File: src/rtl/uart_rx_deframer_if.sv
// Byte-side and line-side signal bundle of the UART receive deframer.
// master: the deframer (drives byte/status), slave: line source + byte consumer.
//   serialIn    raw UART line, idle high, LSB first
//   rx_ack      consumer accepts rx_data this cycle
//   rx_data     last good received byte
//   rx_valid    rx_data holds an unconsumed byte
//   rx_busy     frame reception in progress
//   frame_err   one-cycle pulse, stop bit sampled low
//   overrun_err one-cycle pulse, byte overwritten before ack
//   parity_err  one-cycle pulse, parity mismatch (parity build only)
interface uart_rx_deframer_if;
    logic       serialIn;
    logic       rx_ack;
    logic [7:0] rx_data;
    logic       rx_valid;
    logic       rx_busy;
    logic       frame_err;
    logic       overrun_err;
    logic       parity_err;

    modport master (
        input  serialIn,
        input  rx_ack,
        output rx_data,
        output rx_valid,
        output rx_busy,
        output frame_err,
        output overrun_err,
        output parity_err
    );

    modport slave (
        output serialIn,
        output rx_ack,
        input  rx_data,
        input  rx_valid,
        input  rx_busy,
        input  frame_err,
        input  overrun_err,
        input  parity_err
    );
endinterface

File: src/rtl/uart_rx_deframer.sv
// UART 8N1 receive deframer: synchronises serialIn, validates the start bit,
// samples each bit at mid-bit, checks the stop bit and hands bytes over with
// a valid/ack level handshake plus framing and overrun pulses.
// Ports: sysclk (clock), reset (async, active high), bus (uart_rx_deframer_if.master).
// Build option: define UART_RX_PARITY_EN to add an even-parity bit between
// the data bits and the stop bit (8E1) and enable parity_err.
module uart_rx_deframer #(
    parameter int CLK_FREQ     = 50000000,
    parameter int BAUD         = 9600,
    parameter int CLKS_PER_BIT = CLK_FREQ / BAUD
) (
    input  logic               sysclk,
    input  logic               reset,
    uart_rx_deframer_if.master bus
);

    localparam int CNT_W = (CLKS_PER_BIT > 2) ? $clog2(CLKS_PER_BIT) : 1;
    localparam logic [CNT_W-1:0] FULL_LAST = CNT_W'(CLKS_PER_BIT - 1);
    localparam logic [CNT_W-1:0] HALF_LAST = CNT_W'(CLKS_PER_BIT / 2 - 1);

    typedef enum logic [2:0] {
        S_IDLE,
        S_START,
        S_DATA,
        S_PARITY,
        S_STOP,
        S_BREAK
    } state_t;

    state_t           r_state;
    state_t           w_next;

    logic             r_sync1;
    logic             r_sync2;
    logic             w_rxs;

    logic [CNT_W-1:0] r_cnt;
    logic [2:0]       r_idx;
    logic [7:0]       r_shift;

    logic [7:0]       r_data;
    logic             r_valid;
    logic             r_ferr;
    logic             r_ovr;
    logic             r_perr;

    logic             w_busy;
    logic             w_bit_end;
    logic             w_cnt_clr;
    logic             w_shift_en;
    logic             w_stop_smp;
    logic             w_good_stop;
    logic             w_bad_stop;
    logic             w_par_bad;
    logic             w_load;

`ifdef UART_RX_PARITY_EN
    logic             r_par;
    logic             w_par_smp;
`endif

    // ------------------------------------------------------------
    // Two-flop synchroniser, preset to the idle (high) line level
    // ------------------------------------------------------------
    always_ff @(posedge sysclk or posedge reset) begin
        if (reset) begin
            r_sync1 <= 1'b1;
            r_sync2 <= 1'b1;
        end else begin
            r_sync1 <= bus.serialIn;
            r_sync2 <= r_sync1;
        end
    end

    assign w_rxs = r_sync2;

    // ------------------------------------------------------------
    // FSM: state register
    // ------------------------------------------------------------
    always_ff @(posedge sysclk or posedge reset) begin
        if (reset) begin
            r_state <= S_IDLE;
        end else begin
            r_state <= w_next;
        end
    end

    // ------------------------------------------------------------
    // FSM: next-state logic
    // ------------------------------------------------------------
    always_comb begin
        w_next = r_state;
        unique case (r_state)
            S_IDLE: begin
                if (!w_rxs) w_next = S_START;
            end
            S_START: begin
                // A start bit that is high again at mid-bit was a glitch
                if (w_bit_end) w_next = w_rxs ? S_IDLE : S_DATA;
            end
            S_DATA: begin
                if (w_bit_end && (r_idx == 3'd7)) begin
`ifdef UART_RX_PARITY_EN
                    w_next = S_PARITY;
`else
                    w_next = S_STOP;
`endif
                end
            end
            S_PARITY: begin
                if (w_bit_end) w_next = S_STOP;
            end
            S_STOP: begin
                if (w_bit_end) w_next = w_rxs ? S_IDLE : S_BREAK;
            end
            S_BREAK: begin
                // Held-low line: wait for idle so only one frame_err is raised
                if (w_rxs) w_next = S_IDLE;
            end
            default: w_next = S_IDLE;
        endcase
    end

    // ------------------------------------------------------------
    // FSM: output / control decode
    // ------------------------------------------------------------
    always_comb begin
        w_busy     = 1'b1;
        w_bit_end  = 1'b0;
        w_cnt_clr  = 1'b0;
        w_shift_en = 1'b0;
        w_stop_smp = 1'b0;
        unique case (r_state)
            S_IDLE: begin
                w_busy    = 1'b0;
                w_cnt_clr = 1'b1;
            end
            S_START: begin
                w_bit_end = (r_cnt == HALF_LAST);
                w_cnt_clr = w_bit_end;
            end
            S_DATA: begin
                w_bit_end  = (r_cnt == FULL_LAST);
                w_cnt_clr  = w_bit_end;
                w_shift_en = w_bit_end;
            end
            S_PARITY: begin
                w_bit_end = (r_cnt == FULL_LAST);
                w_cnt_clr = w_bit_end;
            end
            S_STOP: begin
                w_bit_end  = (r_cnt == FULL_LAST);
                w_cnt_clr  = w_bit_end;
                w_stop_smp = w_bit_end;
            end
            S_BREAK: begin
                w_cnt_clr = 1'b1;
            end
            default: begin
                w_busy    = 1'b0;
                w_cnt_clr = 1'b1;
            end
        endcase
    end

`ifdef UART_RX_PARITY_EN
    assign w_par_smp = (r_state == S_PARITY) && w_bit_end;
    // Even parity: data bits plus parity bit must hold an even count of ones
    assign w_par_bad = (^r_shift) ^ r_par;
`else
    assign w_par_bad = 1'b0;
`endif

    assign w_good_stop = w_stop_smp && w_rxs;
    assign w_bad_stop  = w_stop_smp && !w_rxs;
    assign w_load      = w_good_stop && !w_par_bad;

    // ------------------------------------------------------------
    // Bit timing counter, bit index and shift register
    // ------------------------------------------------------------
    always_ff @(posedge sysclk or posedge reset) begin
        if (reset) begin
            r_cnt <= '0;
        end else if (w_cnt_clr) begin
            r_cnt <= '0;
        end else begin
            r_cnt <= r_cnt + CNT_W'(1);
        end
    end

    always_ff @(posedge sysclk or posedge reset) begin
        if (reset) begin
            r_idx <= 3'd0;
        end else if (r_state != S_DATA) begin
            r_idx <= 3'd0;
        end else if (w_shift_en) begin
            r_idx <= r_idx + 3'd1;
        end
    end

    // LSB arrives first, so shifting right leaves bit 0 in r_shift[0]
    always_ff @(posedge sysclk or posedge reset) begin
        if (reset) begin
            r_shift <= 8'h00;
        end else if (w_shift_en) begin
            r_shift <= {w_rxs, r_shift[7:1]};
        end
    end

`ifdef UART_RX_PARITY_EN
    always_ff @(posedge sysclk or posedge reset) begin
        if (reset) begin
            r_par <= 1'b0;
        end else if (w_par_smp) begin
            r_par <= w_rxs;
        end
    end
`endif

    // ------------------------------------------------------------
    // Byte handover and error pulses
    // ------------------------------------------------------------
    always_ff @(posedge sysclk or posedge reset) begin
        if (reset) begin
            r_data  <= 8'h00;
            r_valid <= 1'b0;
        end else if (w_load) begin
            // A new byte wins over a same-cycle ack: valid stays set
            r_data  <= r_shift;
            r_valid <= 1'b1;
        end else if (bus.rx_ack && r_valid) begin
            r_valid <= 1'b0;
        end
    end

    always_ff @(posedge sysclk or posedge reset) begin
        if (reset) begin
            r_ferr <= 1'b0;
            r_ovr  <= 1'b0;
            r_perr <= 1'b0;
        end else begin
            r_ferr <= w_bad_stop;
            r_ovr  <= w_load && r_valid && !bus.rx_ack;
            r_perr <= w_stop_smp && w_par_bad;
        end
    end

    assign bus.rx_data     = r_data;
    assign bus.rx_valid    = r_valid;
    assign bus.rx_busy     = w_busy;
    assign bus.frame_err   = r_ferr;
    assign bus.overrun_err = r_ovr;
    assign bus.parity_err  = r_perr;

endmodule

File: src/flat_wrapper.sv
// flat-port wrapper written by rule: the top's interface ports become plain ports
module uart_rx_deframer_flat 
#(
    parameter int CLK_FREQ     = 50000000,
    parameter int BAUD         = 9600,
    parameter int CLKS_PER_BIT = CLK_FREQ / BAUD
)
  (sysclk, reset, bus_serialIn, bus_rx_ack, bus_rx_data, bus_rx_valid, bus_rx_busy, bus_frame_err, bus_overrun_err, bus_parity_err);
  uart_rx_deframer_if bus_i ();
  input  logic sysclk;
  input  logic reset;
  input wire logic [$bits(bus_i.serialIn)-1:0] bus_serialIn;
  input wire logic [$bits(bus_i.rx_ack)-1:0] bus_rx_ack;
  output wire logic [$bits(bus_i.rx_data)-1:0] bus_rx_data;
  output wire logic [$bits(bus_i.rx_valid)-1:0] bus_rx_valid;
  output wire logic [$bits(bus_i.rx_busy)-1:0] bus_rx_busy;
  output wire logic [$bits(bus_i.frame_err)-1:0] bus_frame_err;
  output wire logic [$bits(bus_i.overrun_err)-1:0] bus_overrun_err;
  output wire logic [$bits(bus_i.parity_err)-1:0] bus_parity_err;
  assign bus_i.serialIn = bus_serialIn;
  assign bus_i.rx_ack = bus_rx_ack;
  assign bus_rx_data = bus_i.rx_data;
  assign bus_rx_valid = bus_i.rx_valid;
  assign bus_rx_busy = bus_i.rx_busy;
  assign bus_frame_err = bus_i.frame_err;
  assign bus_overrun_err = bus_i.overrun_err;
  assign bus_parity_err = bus_i.parity_err;
  uart_rx_deframer #(.CLK_FREQ(CLK_FREQ), .BAUD(BAUD), .CLKS_PER_BIT(CLKS_PER_BIT)) u_core (.sysclk(sysclk), .reset(reset), .bus(bus_i));
endmodule
File: config.mk
export PLATFORM = sky130hd
export DESIGN_NAME = uart_rx_deframer_flat
export DESIGN_NICKNAME = d
export VERILOG_FILES = /design/src/rtl/uart_rx_deframer_if.sv /design/src/rtl/uart_rx_deframer.sv /design/src/flat_wrapper.sv
export SDC_FILE = /design/constraint.sdc
export NUM_CORES = 1
export LEC_CHECK = 0
export ABC_AREA = 1
export CORE_UTILIZATION = 53
export CTS_CLUSTER_DIAMETER = 60
export DETAILED_ROUTE_END_ITERATION = 8
export DONT_BUFFER_PORTS = 1
export GPL_TIMING_DRIVEN = 0
export PLACE_DENSITY = 0.77
export SETUP_SLACK_MARGIN = 0.1
export SLEW_MARGIN = 20
export SYNTH_ARGS = -nofsm -noshare
export SYNTH_HDL_FRONTEND = slang
export SYNTH_SLANG_ARGS = --single-unit
File: constraint.sdc
create_clock -name sysclk -period 3.7 [get_ports sysclk]
set_input_delay 0.74 -clock sysclk [delete_from_list [all_inputs] [get_ports sysclk]]
set_output_delay 0.74 -clock sysclk [all_outputs]
set_load 0.05 [all_outputs]
==> results.tsv <==
stage	metric	value	unit
status	status	finished, final reports clean	
cts	Worst-path clk slew	0.12	ns
placement	Port Buffers	0	
sta	setup tns final	0	ns
power_and_ir_drop	Cell Pwr Density	384	nW/µm²
worst_setup_path	Arrival @ worst endpoint	1.54	ns
power_and_ir_drop	static leakage	1.08	nW
die	die footprint	3880	µm²
die	FP Rows	21	
die	Top Ports	17	
cts	CTS Buffer Depth	2	
power_and_ir_drop	total power	0.807	mW
worst_setup_path	worst path cell trace	nor2_2 > nand2_2 > nand2_1 > inv_1 > nand2_1	
cts	post-cts resize count	0	
logic_synthesis	Yosys reg bits	40	
cts	hold_buf cts	0	
route	via count	1333	
global_route	antenna violations before repair	0	
sta	count of final setup violators	0	
sta	RSZ-0062 raised after global routing	false	
global_route	vias in the first global route	1321	
die	Die Ht	62.3	µm
route	vias per inst	4.90	
logic_synthesis	Mapped Cells	217	
worst_setup_path	Max FO, Critical Path	7	
route	drc violations	0	
logic_synthesis	share of the yosys chip area belonging to registers	52.1	%
worst_hold_path	Worst Hold Class	input pin to async pin	
logic_synthesis	Synth area leader	dfrtp_1	
power_and_ir_drop	P_sw	0.154	mW
worst_setup_path	Top delay family on crit path	simple AND/OR/NAND/NOR gates	
worst_setup_path	WS Path Type	flop to output pin	
cts	postcts setup bufs	0	
route	DRT antenna net count	0	
sta	Final Slew Violations	0	
die	initial core utilization	56.3	%
cts	Root Buffer	clkbuf_4	
logic_synthesis	Mapped Area	1920	µm²
logic_synthesis	most area-consuming cells after synthesis	dfrtp_1, nand2_1, inv_1	
cells_and_area	Layout Utilization	61.6	%
worst_setup_path	Worst Setup End Kind	output pin	
placement	Final GP Congestion	0.801	
cts	Sink Count	40	
sta	clk_skew	0.00969	ns
logic_synthesis	synth cell count leaders	nand2_1, dfrtp_1, inv_1, nor2_1, nand3_1	
worst_setup_path	startpoint types	flop	
logic_synthesis	syn_nets	224	
worst_setup_path	Worst Path Buf+Inv	1	
route	Iteration-0 DRC Markers	48	
sta	post-route clock period utilization	61.5	%
sta	Final Critical Period	2.28	ns
route	routed wire length	3240	µm
worst_setup_path	critical path's slowest cell	dfrtp_1	
logic_synthesis	Synth Flop Type	dfrtp_1	
cts	TritonCTS clock tree	done	
power_and_ir_drop	Clock power frac	43.6	%
worst_setup_path	Crit path top cell by count	nand2_1	
power_and_ir_drop	Flop pwr share	54.6	%
global_route	global-route wire length before repair	5880	µm
die	Die Wd	62.3	µm
cells_and_area	Nets	232	
flow_run	MaxCap Viol Count	0	
global_route	aggregate global routing overflow	0	
logic_synthesis	syn avg cell area	8.87	µm²
worst_setup_path	Critical Path RT	2.96	ns
power_and_ir_drop	worst ir drop on vdd	0.310	mV
sta	Max Freq	439	MHz
cells_and_area	layout cells sized above 1	17.3	%
logic_synthesis	count of different cell masters after synthesis	31	
cells_and_area	Final Instance Area	2100	µm²
route	DRT Pass-1 Iters	4	
logic_synthesis	yosys warns	0	
global_route	gr usage total	19.3	%
worst_setup_path	Worst path max stage delay	0.48	ns
logic_synthesis	Synth top area share	49.4	%
cells_and_area	diode count	0	
global_route	largest net degree at the start of global routing	30	
logic_synthesis	most frequent cell after synthesis	nand2_1	
cts	TritonCTS buffer count	5	
placement	Placed Instance Area	2000	µm²
die	core area	3420	µm²
placement	DPL Wire Length	2400	µm
logic_synthesis	share of synthesized flip-flops with an asynchronous set or reset	100	%
cts	H-tree levels	2	
cts	Clk Latency, worst-skew pair	0.34	ns
logic_synthesis	Post-synth EDFFs	0	
power_and_ir_drop	Comb pwr share	1.8	%
sta	final hold vios	0	
cells_and_area	synth-to-layout area growth	9.30	%
power_and_ir_drop	cell-internal power	0.653	mW
route	drt wl/cell	11.9	µm
power_and_ir_drop	Sw Ratio	19.0	%
[layer usage]
metal  global-route usage (%)  part of all wire, %
met5                        0                    0
met4                     7.85                  1.4
met3                     3.86                  2.4
met2                     30.4                   46
met1                     26.2                   50
[power groups by stage]
| stage | Clock, mW | Sequential [mW] | Combinational, mW |
|---|---|---|---|
| 6_report | 0.352 | 0.440 | 0.0144 |
| 5_1_grt | 0.382 | 0.441 | 0.0171 |
| 4_1_cts | 0.360 | 0.440 | 0.0150 |
| 3_5_place_dp | 0 | 0.449 | 0.0151 |
| 3_3_place_gp | 0 | 0.449 | 0.0124 |
| 2_1_floorplan | 0 | 0.448 | 0.0100 |
[worst register-to-register path, delay by kind of cell, from the launching register on]
kind          cells  cell delay, ns
simple gates     10            0.91
flops             1            0.40
fa+ha+maj         1            0.22
buf+inv           1            0.08
[layout by cell type (no fill, tap or decap)]
master      n
nand2_2     3
buf_4       1
dfrtp_1    38
nand3_4     1
nand3_1    12
buf_12      1
a22o_1      2
o21ai_0     1
xnor2_1     1
nand2_4     1
ha_1        3
xor2_1      2
o2111ai_1   1
nor2_2      3
buf_6       3
clkbuf_4    5
nor3b_1     1
nor3_4      1
o21ai_1     9
clkinv_2    1
nor3_2      1
nand4_1     1
inv_2       2
clkbuf_1    1
nor3b_2     3
nor2_1     24
inv_1      28
conb_1      1
o21ai_2     8
nand2_1    53
bufinv_16   2
a21oi_1     2
nor3_1      7
dfstp_2     2
nand3_2     1
[registers in the layout (all words and copies together), names as in the netlist]
signal and flops:
u_core.r_cnt 13, u_core.bus.rx_data 8, u_core.r_shift 8, u_core.r_idx 3, u_core.r_state 3, u_core.bus.frame_err 1, u_core.bus.overrun_err 1, u_core.bus.rx_valid 1
u_core.r_sync1 1, u_core.r_sync2 1
[area by class of cell]
class | instances | area [µm²]
fillers | 303 | 1310
flip-flops and latches | 40 | 1000
multi-input cells | 142 | 762
inverters | 31 | 118
clock inverters | 2 | 60.1
well taps | 46 | 57.6
clock buffers | 6 | 41.3
plain buffers | 4 | 41.3
repair buffers | 1 | 20.0
[final timing paths]
path	start	end	slack [ns]	cells past startpoint
setup / recovery	u_core.r_state[0]	bus_rx_busy	1.42	5
hold / removal	reset	u_core.r_cnt[10]	0.20	1
setup reg to reg	u_core.r_cnt[0]	u_core.r_state[2]	1.99	12
max in group asynchronous	reset	u_core.r_sync2	2.99	2
min in group sysclk	u_core.r_sync1	u_core.r_sync2	0.37	0
hold reg to reg	u_core.r_sync1	u_core.r_sync2	0.37	0
[logic make-up (layout without fill, tap and decap cells)]
kind of cell,after synthesis,in the layout,synth area share (%)
and+or+nand+nor,112,112,28.0
DFF,40,40,52.1
buffers and inverters,35,44,8.26
AOI/OAI and AO/OA,23,23,8.13
adders and majority gates,3,3,1.95
xor gates and xnor gates,3,3,1.37
other,1,1,0.195
[per-stage QoR]
step                      hold WS (ns)  cells  setup WS, ns
after floorplan                  0.345    217          1.90
after global placement           0.357    263          1.63
after detailed placement         0.358    264          1.79
after CTS                        0.205    272          1.40
after global routing             0.204    272          1.31
final                            0.204    272          1.42
No activity file was read; power rests on OpenSTA's default activity.
